==> config.mk <==
export PLATFORM = sky130hd
export DESIGN_NAME = pipe_stage_reg
export DESIGN_NICKNAME = d
export VERILOG_FILES = /design/src/rtl/pipe_stage_reg.sv
export SDC_FILE = /design/constraint.sdc
export NUM_CORES = 1
export LEC_CHECK = 0
export ABC_AREA = 1
export CORE_MARGIN = 5
export CORE_UTILIZATION = 41
export CTS_CLUSTER_DIAMETER = 40
export CTS_CLUSTER_SIZE = 30
export DETAILED_ROUTE_END_ITERATION = 6
export PLACE_DENSITY = 0.8
export SLEW_MARGIN = 20
export SYNTH_ARGS = -nofsm -noshare
export SYNTH_HDL_FRONTEND = slang
export SYNTH_SLANG_ARGS = --single-unit
==> constraint.sdc <==
create_clock -name clk -period 1.8 [get_ports clk]
set_input_delay 0.45 -clock clk [delete_from_list [all_inputs] [get_ports clk]]
set_output_delay 0.45 -clock clk [all_outputs]
set_load 0.02 [all_outputs]
==> src/rtl/pipe_stage_reg.sv <==
// Pipeline-stage register with valid/ready handshake, flush to NOP and a saturating stall counter.
// Define PIPE_STAGE_SKID_EN for the two-entry skid buffer with a registered in_ready.
module pipe_stage_reg #(
    parameter int                DATA_W    = 64,
    parameter logic [DATA_W-1:0] RESET_VAL = '0,
    parameter int                CNT_W     = 16
) (
    input  logic              clk,
    input  logic              reset,
    input  logic              flush,
    input  logic              in_valid,
    output logic              in_ready,
    input  logic [DATA_W-1:0] in_data,
    output logic              out_valid,
    input  logic              out_ready,
    output logic [DATA_W-1:0] out_data,
    output logic [CNT_W-1:0]  stall_cnt
);

    logic              outValid_q, outValid_d;
    logic [DATA_W-1:0] outData_q, outData_d;
    logic [CNT_W-1:0]  stallCnt_q, stallCnt_d;
    logic              inFire;
    logic              mainLoad;

    assign inFire    = in_valid && in_ready;
    assign mainLoad  = !outValid_q || out_ready;
    assign out_valid = outValid_q;
    assign out_data  = outData_q;
    assign stall_cnt = stallCnt_q;

    // Back-pressure counter uses the pre-flush valid, so flush cycles still count.
    always_comb begin
        stallCnt_d = stallCnt_q;
        if (outValid_q && !out_ready && (stallCnt_q != {CNT_W{1'b1}})) begin
            stallCnt_d = stallCnt_q + CNT_W'(1);
        end
    end

`ifdef PIPE_STAGE_SKID_EN
    logic              skidValid_q, skidValid_d;
    logic [DATA_W-1:0] skidData_q, skidData_d;

    // in_ready comes straight from a flop, so upstream never sees out_ready combinationally.
    assign in_ready = !skidValid_q;

    always_comb begin
        outValid_d  = outValid_q;
        outData_d   = outData_q;
        skidValid_d = skidValid_q;
        skidData_d  = skidData_q;
        if (flush) begin
            outValid_d  = 1'b0;
            outData_d   = RESET_VAL;
            skidValid_d = 1'b0;
        end else if (mainLoad) begin
            if (skidValid_q) begin
                outValid_d  = 1'b1;
                outData_d   = skidData_q;
                skidValid_d = 1'b0;
            end else if (inFire) begin
                outValid_d = 1'b1;
                outData_d  = in_data;
            end else begin
                outValid_d = 1'b0;
            end
        end else if (inFire) begin
            skidValid_d = 1'b1;
            skidData_d  = in_data;
        end
    end

    always_ff @(posedge clk) begin
        if (reset) begin
            skidValid_q <= 1'b0;
            skidData_q  <= RESET_VAL;
        end else begin
            skidValid_q <= skidValid_d;
            skidData_q  <= skidData_d;
        end
    end
`else
    assign in_ready = mainLoad;

    always_comb begin
        outValid_d = outValid_q;
        outData_d  = outData_q;
        if (flush) begin
            outValid_d = 1'b0;
            outData_d  = RESET_VAL;
        end else if (inFire) begin
            outValid_d = 1'b1;
            outData_d  = in_data;
        end else if (out_ready) begin
            outValid_d = 1'b0;
        end
    end
`endif

    always_ff @(posedge clk) begin
        if (reset) begin
            outValid_q <= 1'b0;
            outData_q  <= RESET_VAL;
            stallCnt_q <= '0;
        end else begin
            outValid_q <= outValid_d;
            outData_q  <= outData_d;
            stallCnt_q <= stallCnt_d;
        end
    end

endmodule

# --- Word-level counts from Yosys, hierarchy flattened ---
# Cells that the tools add are included.
op_classes:
  addsub: 1
  eq_ne: 1
  n_reduce_logical: 8
  n_mux: 2
ops:
  columns: ["op", "n"]
  rows:
  - ["$add 16x1->16 const B", 1]
  - ["$ne 16x16->1 const B", 1]
  - ["$logic_and 1x1->1", 3]
  - ["$logic_not 1->1", 2]
  - ["$mux 1", 2]
  - ["$reduce_bool 2->1", 1]
  - ["$reduce_or 2->1", 1]
  - ["$logic_or 1x1->1", 1]
totals:
  in_bits: 69
  word_cells: 15
  regBits: 81
  output_inout_bits: 82

# --- Logic depth before layout (Yosys ltp) ---
# Gate-level depths: netlist of the first run.
logic_depth:
  ltp_word: 4
  ltp_mapped: 9
  mapped_depth_nobuf: 9

# --- Worst setup path before layout of the first run ---
# OpenSTA, ideal clock, no wires.
synth_timing:
  path_kind: "flip-flop to flip-flop"
  startpoint: "register stallCnt_q[0], in the netlist stall_cnt[0]"
  endpoint: "register stallCnt_q[11], in the netlist stall_cnt[11]"
  path_buffers: 1
  required_ns: 1.685
  arrival_ns: 1.409
  setup_slack_ns: 0.276
  period_less_slack_ns: 1.524
  stages_incl_launch_ff: 8
  setup_ns: 0.115
  cell_sequence: "dfxtp_1 > ha_1 > nand3_2 > inv_2 > nand4_4 > buf_6 > a21oi_1 > nor2_1"
synth_via:
  elab_chain_cells: 2
  elab_cells_between_ends: 3
  classes_between: "add/sub: 1; eq/ne: 1; reduce/logical: 1"
synth_lines:
  columns: ["element", "line", "rtl"]
  rows:
  - ["from (decl)", "22", "logic [CNT_W-1:0] stallCnt_q, stallCnt_d;"]
  - ["from (signal assigned)", "108", "stallCnt_q <= stallCnt_d;"]
  - ["parallel branches: the longest is 2 deep, another holds $add 16x1->16", null, null]
# Several ways; the timed one is not identified.
# A chain may end at the register's enable or synchronous reset.

# --- Final worst setup path of the first run ---
layout_timing:
  startpoint: "register outData_q[15], in the netlist out_data[15]"
  endpoint: "output out_data[15]"
layout_rtl:
  columns: ["element", "line", "rtl"]
  rows:
  - ["from (decl)", "21", "logic [DATA_W-1:0] outData_q, outData_d;"]
  - ["from (signal assigned)", "107", "outData_q <= outData_d;"]
  - ["to (decl)", "16", "output logic [DATA_W-1:0] out_data,"]
# No word-level cell between the ends.

==> results.yml, run 1 <==
run_status:
  status: "completed"
timing:
  period_share_pct: 97.3
  finalCriticalPeriod_ns: 1.75
  worst_pin_slew_ns: 0.353
  slew_headroom_pct: 76.3
  finClkSkew_ns: 0.0111
  maxSlewViolCount: 0
  fmax_mhz: 571
  hold_slack_ns: 0.458
  hold_violations: 0
  finalSetupViolations: 0
worst_setup_path:
  worstRegToRegCells: 6
  crit_family: "buffers and inverters"
  worstReg2RegEnd: "stall_cnt[15]$_SDFFE_PP0P_"
  required_ns: 1.35
  critPathSlowestCell: "clkdlybuf4s50_1"
  r2r-start: "stall_cnt[1]$_SDFFE_PP0P_"
  worstPathArrival_ns: 1.30
  critical_path_class: "reg2out"
  worstPathMaxFanout: 2
  reg2reg_slack_ns: 0.25
  path_cells: "clkdlybuf4s50_1"
  start_kind: "register"
  max_stage_delay_ns: 0.62
  path_buf_inv: 1
  end_kind: "output pin"
logic_synthesis:
  synth_fp_nets: 505
  yosys.area_share.simple_pct: 31.0
  synth_fa_ha_area_share_pct: 0.386
  synth_cell_types: 24
  muxShareOfSynthArea_pct: 0
  synth_compound_area_share_pct: 11.9
  synthesis.area_mm2: 0.00324
  yosysWarningCount: 0
  synthCells: 435
  synth-xor-area-share_pct: 0
  ys_ff_latch: 81
  ys_seq_area_share_pct: 50.0
  synth_top_family_by_area: "simple AND/OR/NAND/NOR gates"
  syn_avg_cell_area_um2: 7.46
finish:
  diodes: 0
  fill_cells: 663
  nets: 659
  finalInstanceArea_mm2: 0.00517
  layout.cells.non_filler: 696
  drive_gt1_share_pct: 7.91
  area_delta_synth_final_pct: 59.5
power_and_ir_drop:
  irDropWorstVdd_v: 0.000443
  p_comb_share_pct: 12.5
  p_leak_uw: 0.00252
  pwr-share-clk_pct: 41.7
  p_int_uw: 3170
  switching_share_pct: 22.1
  power_density_mw_per_mm2: 786
  p_switching_uw: 898
  seq_power_share_pct: 45.8
clocking:
  clk-insertion-delay-late_ns: 0.34
  path_clk_slew_ns: 0.08
  clock_sinks: 81
  htreeDepth: 3
  cts_inserted_buffers: 9
  cts_hold_buffers: 0
  cts_tree: "yes"
  cts_root_buffer: "clkbuf_8"
  postCtsSetupBuffers: 0
  ctsLongestPathBuffers: 2
drt:
  vias: 3348
  drt-initial-drc-count: 87
  drc: 0
  antenna_left: 0
  finalWirelength_um: 9640
  drt_pass1_iterations: 5
  wl_per_cell_um: 13.8
  vias_per_cell: 4.81
die:
  dieArea_mm2: 0.00979
  rows: 32
  core_region_area_mm2: 0.00773
  die_w_um: 99.0
  start_util_pct: 42.0
  dieHeight_um: 99.0
  io_pins: 151
hold_path:
  hp-start: "out_data[61]$_SDFFE_PP0P_"
  hold_path_class: "reg2reg"
  holdPathStages: 2
  holdPathEnd: "out_data[61]$_SDFFE_PP0P_"
global_routing:
  grt_max_degree: 66
  first_global_vias: 3277
  grt_remaining_overflow: 0
  grtUsageTotal_pct: 19.1
  antenna_found_initial: 0
  grt_pass1_wl_um: 15400
placed_design:
  dpl_cell_area_mm2: 0.00487
  dp.cells: 680
  gp_congestion: 0.889
  dp_hpwl_um: 6930
  port_buffers: 150
flow_run:
  drv_cap: 0
==> metal layers <==
metal | up-vias | global-route usage (%) | share of wire, %
met5 | - | 0 | 0
met2 | 116 | 31.4 | 49
met3 | 16 | 7.93 | 8.7
li1 | 1690 | - | -
met4 | 0 | 6.83 | 1.9
met1 | 1526 | 22.2 | 40
==> worst max-delay path by stage <==
stage / depth (start not counted) / start / slack, ns / endpoint
floorplan: 7 / stall_cnt[0]$_SDFFE_PP0P_ / 0.28 / stall_cnt[11]$_SDFFE_PP0P_
global placement: 4 / out_ready / -0.29 / in_ready
detailed placement: 4 / out_ready / -0.29 / in_ready
CTS: 4 / out_ready / 0.005 / in_ready
global route: 1 / out_data[15]$_SDFFE_PP0P_ / -0.01 / out_data[15]
finish: 1 / out_data[15]$_SDFFE_PP0P_ / 0.05 / out_data[15]
==> through the flow <==
step	setup slack [ns]	setup TNS, ns	utilization (%)	total power, uW
2_1_floorplan	0.276	0	-	2130
3_3_place_gp	-0.294	-10.85	63.0	2410
3_5_place_dp	-0.291	-12.88	63.0	2420
4_1_cts	0.00456	0	66.1	4120
5_1_grt	-0.0126	-0.0126	67.0	4240
6_report	0.0494	0	67.0	4070
==> sequential cells by signal, indices dropped and copies added, names as in the netlist <==
register and flops:
out_data 64, out_valid 1, stall_cnt 16
==> power by group through the flow <==
stage / Combinational (uW) / Clock (uW) / Sequential (uW)
3_3_place_gp: 509 / 0 / 1900
3_5_place_dp: 517 / 0 / 1910
2_1_floorplan: 169 / 0 / 1960
6_report: 507 / 1690 / 1860
5_1_grt: 549 / 1820 / 1870
4_1_cts: 517 / 1740 / 1860
==> cell usage after synthesis <==
cell type / number / area [um^2]
nand2_1: 162 / 608
dfxtp_1: 81 / 1620
a21oi_1: 74 / 370
nor2_1: 41 / 154
inv_1: 14 / 52.6
nand3_1: 10 / 50.1
buf_6: 8 / 90.1
clkbuf_1: 7 / 26.3
buf_2: 6 / 30.0
nand4_1: 5 / 31.3
inv_2: 3 / 11.3
nand3_2: 3 / 30.0
nor2_2: 3 / 18.8
nor2_4: 3 / 33.8
nor3_1: 3 / 15.0
o21ai_0: 3 / 15.0
nand3b_1: 2 / 15.0
and2_1: 1 / 6.26
clkbuf_4: 1 / 7.51
ha_1: 1 / 12.5
nand2_2: 1 / 6.26
nand2_4: 1 / 11.3
nand4_4: 1 / 21.3
or2_2: 1 / 6.26
==> placed cells by master, fill, tap and decap left out, types with 4 or more instances in the layout <==
cell             instances
dfxtp_1                 81
inv_1                   14
a21oi_1                 74
clkdlybuf4s50_1        104
nand2_1                162
dlygate4sd2_1           16
nand3_1                 10
buf_4                   12
nor2_1                  41
clkbuf_8                 9
nand4_1                  5
dlymetal6s2s_1          29
bufinv_16                4
==> repair_timing <==
action	in CTS	in global routing
pin swaps	0	0
resized for setup	18	30
endpoints found under the setup margin	17	30
==> final cells by class <==
class / count / area, um^2 / area share (%)
clock buffers: 10 / 128 / 2.47
clock inverters: 6 / 130 / 2.51
inverters: 17 / 63.8 / 1.23
multi-input cells: 315 / 1410 / 27.2
flip-flops and latches: 81 / 1620 / 31.3
well taps: 102 / 128 / 2.47
repair buffers: 165 / 1700 / 32.8
==> cell families after synthesis <==
kind of cell | Yosys count
DFF | 81
buffers and inverters | 39
and+or+nand+nor | 237
AOI/OAI and AO/OA | 77
adders and majority gates | 1
Note: power is estimated with default switching activity, not from simulation.
==> run 2: changes to the inputs <==
--- a/config.mk
+++ b/config.mk
@@ -12,6 +12,7 @@
 export CTS_CLUSTER_SIZE = 30
 export DETAILED_ROUTE_END_ITERATION = 6
 export PLACE_DENSITY = 0.8
+export REMOVE_ABC_BUFFERS = 1
 export SLEW_MARGIN = 20
 export SYNTH_ARGS = -nofsm -noshare
 export SYNTH_HDL_FRONTEND = slang
==> run 2 against run 1 <==
  * Clock-buffer cell count is the same
  * Register-to-register slack barely moved
  * Sequential share of layout area rose by 0.14 points
  * First-iteration DRC count is 33% higher
  * Power down 4.8%
  * Critical endpoint is now in_ready
  * Largest cell class unchanged
  * Largest power group unchanged
==> results.yml, run 2 (same netlist as run 1, synthesis figures left out) <==
drt:
  drt_pass1_iterations: 4
  vias_per_cell: 4.86
  finalWirelength_um: 9760
  drc: 0
  antenna_left: 0
  drt-initial-drc-count: 116
  vias: 3375
  wl_per_cell_um: 14.0
clocking:
  cts_resized: 27
  path_clk_slew_ns: 0.09
  htreeDepth: 3
  clock_sinks: 81
  clk-insertion-delay-late_ns: 0.35
  cts_root_buffer: "clkbuf_8"
  ctsLongestPathBuffers: 2
  postCtsSetupBuffers: 0
  cts_tree: "yes"
  cts_inserted_buffers: 9
  cts_hold_buffers: 0
placed_design:
  gp_congestion: 0.829
  dp_hpwl_um: 7230
  dpl_cell_area_mm2: 0.00486
  dp.cells: 679
  pre_cts_ws_ns: -0.292
  port_buffers: 150
timing:
  period_share_pct: 98.5
  rsz0062_at_grt: "false"
  finalSetupViolations: 0
  worst_pin_slew_ns: 0.350
  setup_slack_ns: 0.0270
  tns_ns: 0
  maxSlewViolCount: 0
  finalCriticalPeriod_ns: 1.77
  hold_violations: 0
  fmax_mhz: 564
  slew_headroom_pct: 76.5
  finClkSkew_ns: 0.00648
die:
  io_pins: 151
  start_util_pct: 42.0
  dieHeight_um: 99.0
  die_w_um: 99.0
  rows: 32
  core_region_area_mm2: 0.00773
  dieArea_mm2: 0.00979
power_and_ir_drop:
  p_leak_uw: 0.00268
  power_density_mw_per_mm2: 752
  irDropWorstVdd_v: 0.000701
worst_setup_path:
  max_stage_delay_ns: 0.46
  path_cells: "clkdlybuf4s50_1, inv_1, nand2_4, clkdlybuf4s15_1"
  critical_path_class: "in2out"
  crit_family: "buffers and inverters"
  critPathSlowestCell: "clkdlybuf4s50_1"
  worstPathArrival_ns: 1.32
  worstPathMaxFanout: 2
  end_kind: "output pin"
  start_kind: "input pin"
  path_buf_inv: 3
  required_ns: 1.35
finish:
  nets: 658
  layout_commonest_cell: "nand2_1"
  diodes: 0
  finalInstanceArea_mm2: 0.00515
  layout_common_cells: "162 x nand2_1, 87 x clkdlybuf4s50_1, 81 x dfxtp_1, 74 x a21oi_1, 41 x nor2_1"
  area_delta_synth_final_pct: 58.8
  layout.cells.non_filler: 695
  largest_reg_flops: 64
  drive_gt1_share_pct: 7.76
global_routing:
  antenna_found_initial: 0
  grt_remaining_overflow: 0
  first_global_vias: 3334
  grt_pass1_wl_um: 15500
  grt_max_degree: 66
  grtUsageTotal_pct: 19.6
hold_path:
  hold_path_class: "reg2reg"
run_status:
  status: "completed"
flow_run:
  drv_cap: 0
==> run 2: cell count changes in the layout (fill, tap and decap cells not counted), sizes merged, moves of 2 or more <==
cell	change
dlygate4sd2	+9
dlymetal6s2s	+8
clkdlybuf4s50	-17
bufinv	-2
==> run 2: metrics by stage <==
step	total power, uW	util (%)	hold WS, ns
4_1_cts	3930	65.5	0.466
2_1_floorplan	2100	-	0.541
3_5_place_dp	2420	62.9	0.454
3_3_place_gp	2410	62.9	0.447
5_1_grt	4020	66.7	0.484
6_report	3870	66.7	0.462
==> run 2: layout make-up <==
type | instances | area (um^2)
Clock buffer | 10 | 138
Clock inverter | 6 | 90.1
Fill cell | 615 | 2580
Inverter | 17 | 63.8
Multi-Input combinational cell | 315 | 1410
Sequential cell | 81 | 1620
Tap cell | 102 | 128
Timing Repair Buffer | 164 | 1710
==> run 2: where the power goes <==
group | switching [uW] | total (uW) | internal [uW] | leakage, uW
combinational | 240 | 504 | 264 | 0.00191
clock | 681 | 1500 | 824 | 0.000113
sequential | 25.1 | 1860 | 1840 | 0.000658
==> run 2: worst paths after layout <==
path / start / end / slack [ns] / depth (start not counted)
setup / recovery: out_ready / in_ready / 0.03 / 4
hold / removal: out_data[30]$_SDFFE_PP0P_ / out_data[30]$_SDFFE_PP0P_ / 0.46 / 2
setup reg to reg: stall_cnt[0]$_SDFFE_PP0P_ / stall_cnt[15]$_SDFFE_PP0P_ / 0.26 / 6
hold reg to reg: out_data[30]$_SDFFE_PP0P_ / out_data[30]$_SDFFE_PP0P_ / 0.46 / 2
==> run 2: routing by layer <==
metal / vias to the layer above / wire, um / track usage, %
met5: - / 0 / 0
met4: 0 / 172 / 7.67
met3: 14 / 1210 / 10.3
met2: 136 / 4620 / 32.3
met1: 1535 / 3750 / 21.2
li1: 1690 / - / -
==> run 2: worst reg2reg max path: cells and delay by family, from the launching register on <==
kind | cells | cell delay, ns
compound gates | 1 | 0.23
fa+ha+maj | 1 | 0.21
simple gates | 3 | 0.46
flops | 1 | 0.41
buf+inv | 1 | 0.13
==> run 3: changes to the inputs <==
--- a/config.mk
+++ b/config.mk
@@ -12,6 +12,7 @@
 export CTS_CLUSTER_SIZE = 30
 export DETAILED_ROUTE_END_ITERATION = 6
 export PLACE_DENSITY = 0.8
+export RECOVER_POWER = 50
 export REMOVE_ABC_BUFFERS = 1
 export SLEW_MARGIN = 20
 export SYNTH_ARGS = -nofsm -noshare
==> run 3 against run 2 <==
  * Die area is the same
  * Non-clock buffer count is the same
  * Clock power is essentially flat
  * Routed wire length shrank 1.2%
  * Clock skew shrank 0.00064 ns
  * Clock-buffer cell count is the same
  * Utilization shrank 4.5 points
  * Critical endpoint unchanged
==> results.yml, run 3 (same netlist as run 1, synthesis figures left out) <==
finish:
  area_delta_synth_final_pct: 48.0
  layout_common_cells: "162 x nand2_1, 87 x clkdlybuf4s50_1, 81 x dfxtp_1, 74 x a21oi_1, 41 x nor2_1"
  layout_commonest_cell: "nand2_1"
  final_util_pct: 62.1
  drive_gt1_share_pct: 7.25
  nets: 658
  largest_reg_flops: 64
  diodes: 0
  layout.cells.non_filler: 695
worst_setup_path:
  path_buf_inv: 3
  max_stage_delay_ns: 0.46
  path_cells: "clkdlybuf4s50_1, inv_1, nand2_4, clkdlybuf4s15_1"
  worstRegToRegCells: 6
  critical_path_class: "in2out"
  critPathSlowestCell: "clkdlybuf4s50_1"
  required_ns: 1.35
  start_kind: "input pin"
  r2r-start: "stall_cnt[0]$_SDFFE_PP0P_"
  worstPathArrival_ns: 1.32
  reg2reg_slack_ns: 0.14
  end_kind: "output pin"
  worstPathMaxFanout: 2
  crit_family: "buffers and inverters"
  worstReg2RegEnd: "stall_cnt[15]$_SDFFE_PP0P_"
run_status:
  status: "completed"
placed_design:
  gp_congestion: 0.829
  port_buffers: 150
  dp_hpwl_um: 7230
  dp.cells: 679
power_and_ir_drop:
  irDropWorstVdd_v: 0.000708
  p_leak_uw: 0.00195
  power_density_mw_per_mm2: 797
clocking:
  path_clk_slew_ns: 0.08
  clock_sinks: 81
  htreeDepth: 3
  cts_hold_buffers: 0
  cts_inserted_buffers: 9
  cts_tree: "yes"
  cts_root_buffer: "clkbuf_8"
  clk-insertion-delay-late_ns: 0.34
  ctsLongestPathBuffers: 2
drt:
  drc: 0
  vias: 3366
  drt-initial-drc-count: 113
  drt_pass1_iterations: 5
  finalWirelength_um: 9650
  antenna_left: 0
  vias_per_cell: 4.84
  wl_per_cell_um: 13.9
die:
  io_pins: 151
  die_w_um: 99.0
  dieHeight_um: 99.0
  start_util_pct: 42.0
  dieArea_mm2: 0.00979
  rows: 32
  core_region_area_mm2: 0.00773
global_routing:
  antenna_found_initial: 0
  grt_pass1_wl_um: 15500
  grt_remaining_overflow: 0
  first_global_vias: 3334
  grtUsageTotal_pct: 19.6
  grt_max_degree: 66
hold_path:
  hold_path_class: "reg2reg"
  holdPathStages: 2
  holdPathEnd: "out_data[49]$_SDFFE_PP0P_"
  hp-start: "out_data[49]$_SDFFE_PP0P_"
timing:
  tns_ns: 0
  finalSetupViolations: 0
  worst_pin_slew_ns: 0.667
  hold_violations: 0
  finalCriticalPeriod_ns: 1.77
  finClkSkew_ns: 0.00584
  slew_headroom_pct: 55.5
  rsz0062_at_grt: "false"
  maxSlewViolCount: 0
  fmax_mhz: 564
  period_share_pct: 98.5
flow_run:
  drv_cap: 0
[run 3: cell count changes in the layout (fill, tap and decap cells not counted)]
cell | previous run | this run
buf_12 | 3 | 1
buf_4 | 11 | 12
buf_6 | 0 | 1
clkbuf_1 | 0 | 37
dlymetal6s2s_1 | 37 | 0
inv_1 | 14 | 16
inv_2 | 3 | 1
nand3_1 | 10 | 11
nand3_2 | 3 | 2
[run 3: how the worst max path moves through the flow]
stage / startpoint / end / slack [ns] / depth (start not counted)
floorplan: out_ready / out_data[0]$_SDFFE_PP0P_ / -0.56 / 7
global placement: out_ready / in_ready / -0.27 / 4
detailed placement: out_ready / in_ready / -0.29 / 4
CTS: out_data[3]$_SDFFE_PP0P_ / out_data[3] / 0.004 / 1
global route: out_data[52]$_SDFFE_PP0P_ / out_data[52] / 0.0004 / 1
finish: out_ready / in_ready / 0.03 / 4
[run 3: area by class of cell]
cell class | count | area (um^2)
Multi-Input combinational cell | 315 | 1400
Clock inverter | 6 | 90.1
Clock buffer | 10 | 138
Timing Repair Buffer | 164 | 1360
Tap cell | 102 | 128
Inverter | 17 | 63.8
Fill cell | 687 | 2930
Sequential cell | 81 | 1620
[run 3: through the flow]
step	hold WS (ns)	setup WS (ns)	total power (uW)	instance area, um^2
finish	0.463	0.0266	3830	4800
global route	0.485	0.000413	3990	4800
CTS	0.466	0.00366	3930	5060
detailed placement	0.454	-0.292	2420	4860
global placement	0.447	-0.274	2410	4860
floorplan	0.541	-0.562	2100	3090
[run 3: timing repair]
| action | 4_1_cts | 5_1_grt |
|---|---|---|
| resized for setup | 27 | 37 |
| setup buffers | 0 | 0 |
| setup endpoints to repair | 26 | 37 |
[run 3: per-layer routing]
| metal | track usage, % | routed length (um) | share of wire [%] |
|---|---|---|---|
| met1 | 21.2 | 3690 | 38 |
| met2 | 32.3 | 4710 | 49 |
| met3 | 10.3 | 1120 | 12 |
| met4 | 7.67 | 127 | 1.3 |
| met5 | 0 | 0 | 0 |
[run 3: worst reg2reg max path, delay by kind of cell (launching register included)]
| kind | cells | cell delay [ns] |
|---|---|---|
| and+or+nand+nor | 3 | 0.52 |
| DFF | 1 | 0.41 |
| AOI/OAI and AO/OA | 1 | 0.23 |
| adders and majority gates | 1 | 0.20 |
| buffers and inverters | 1 | 0.20 |
[run 3: power by group]
| group | internal (uW) | total [uW] | switching, uW |
|---|---|---|---|
| Combinational | 231 | 468 | 237 |
| Clock | 824 | 1490 | 670 |
| Sequential | 1840 | 1860 | 25.7 |
| Total | 2890 | 3830 | 933 |
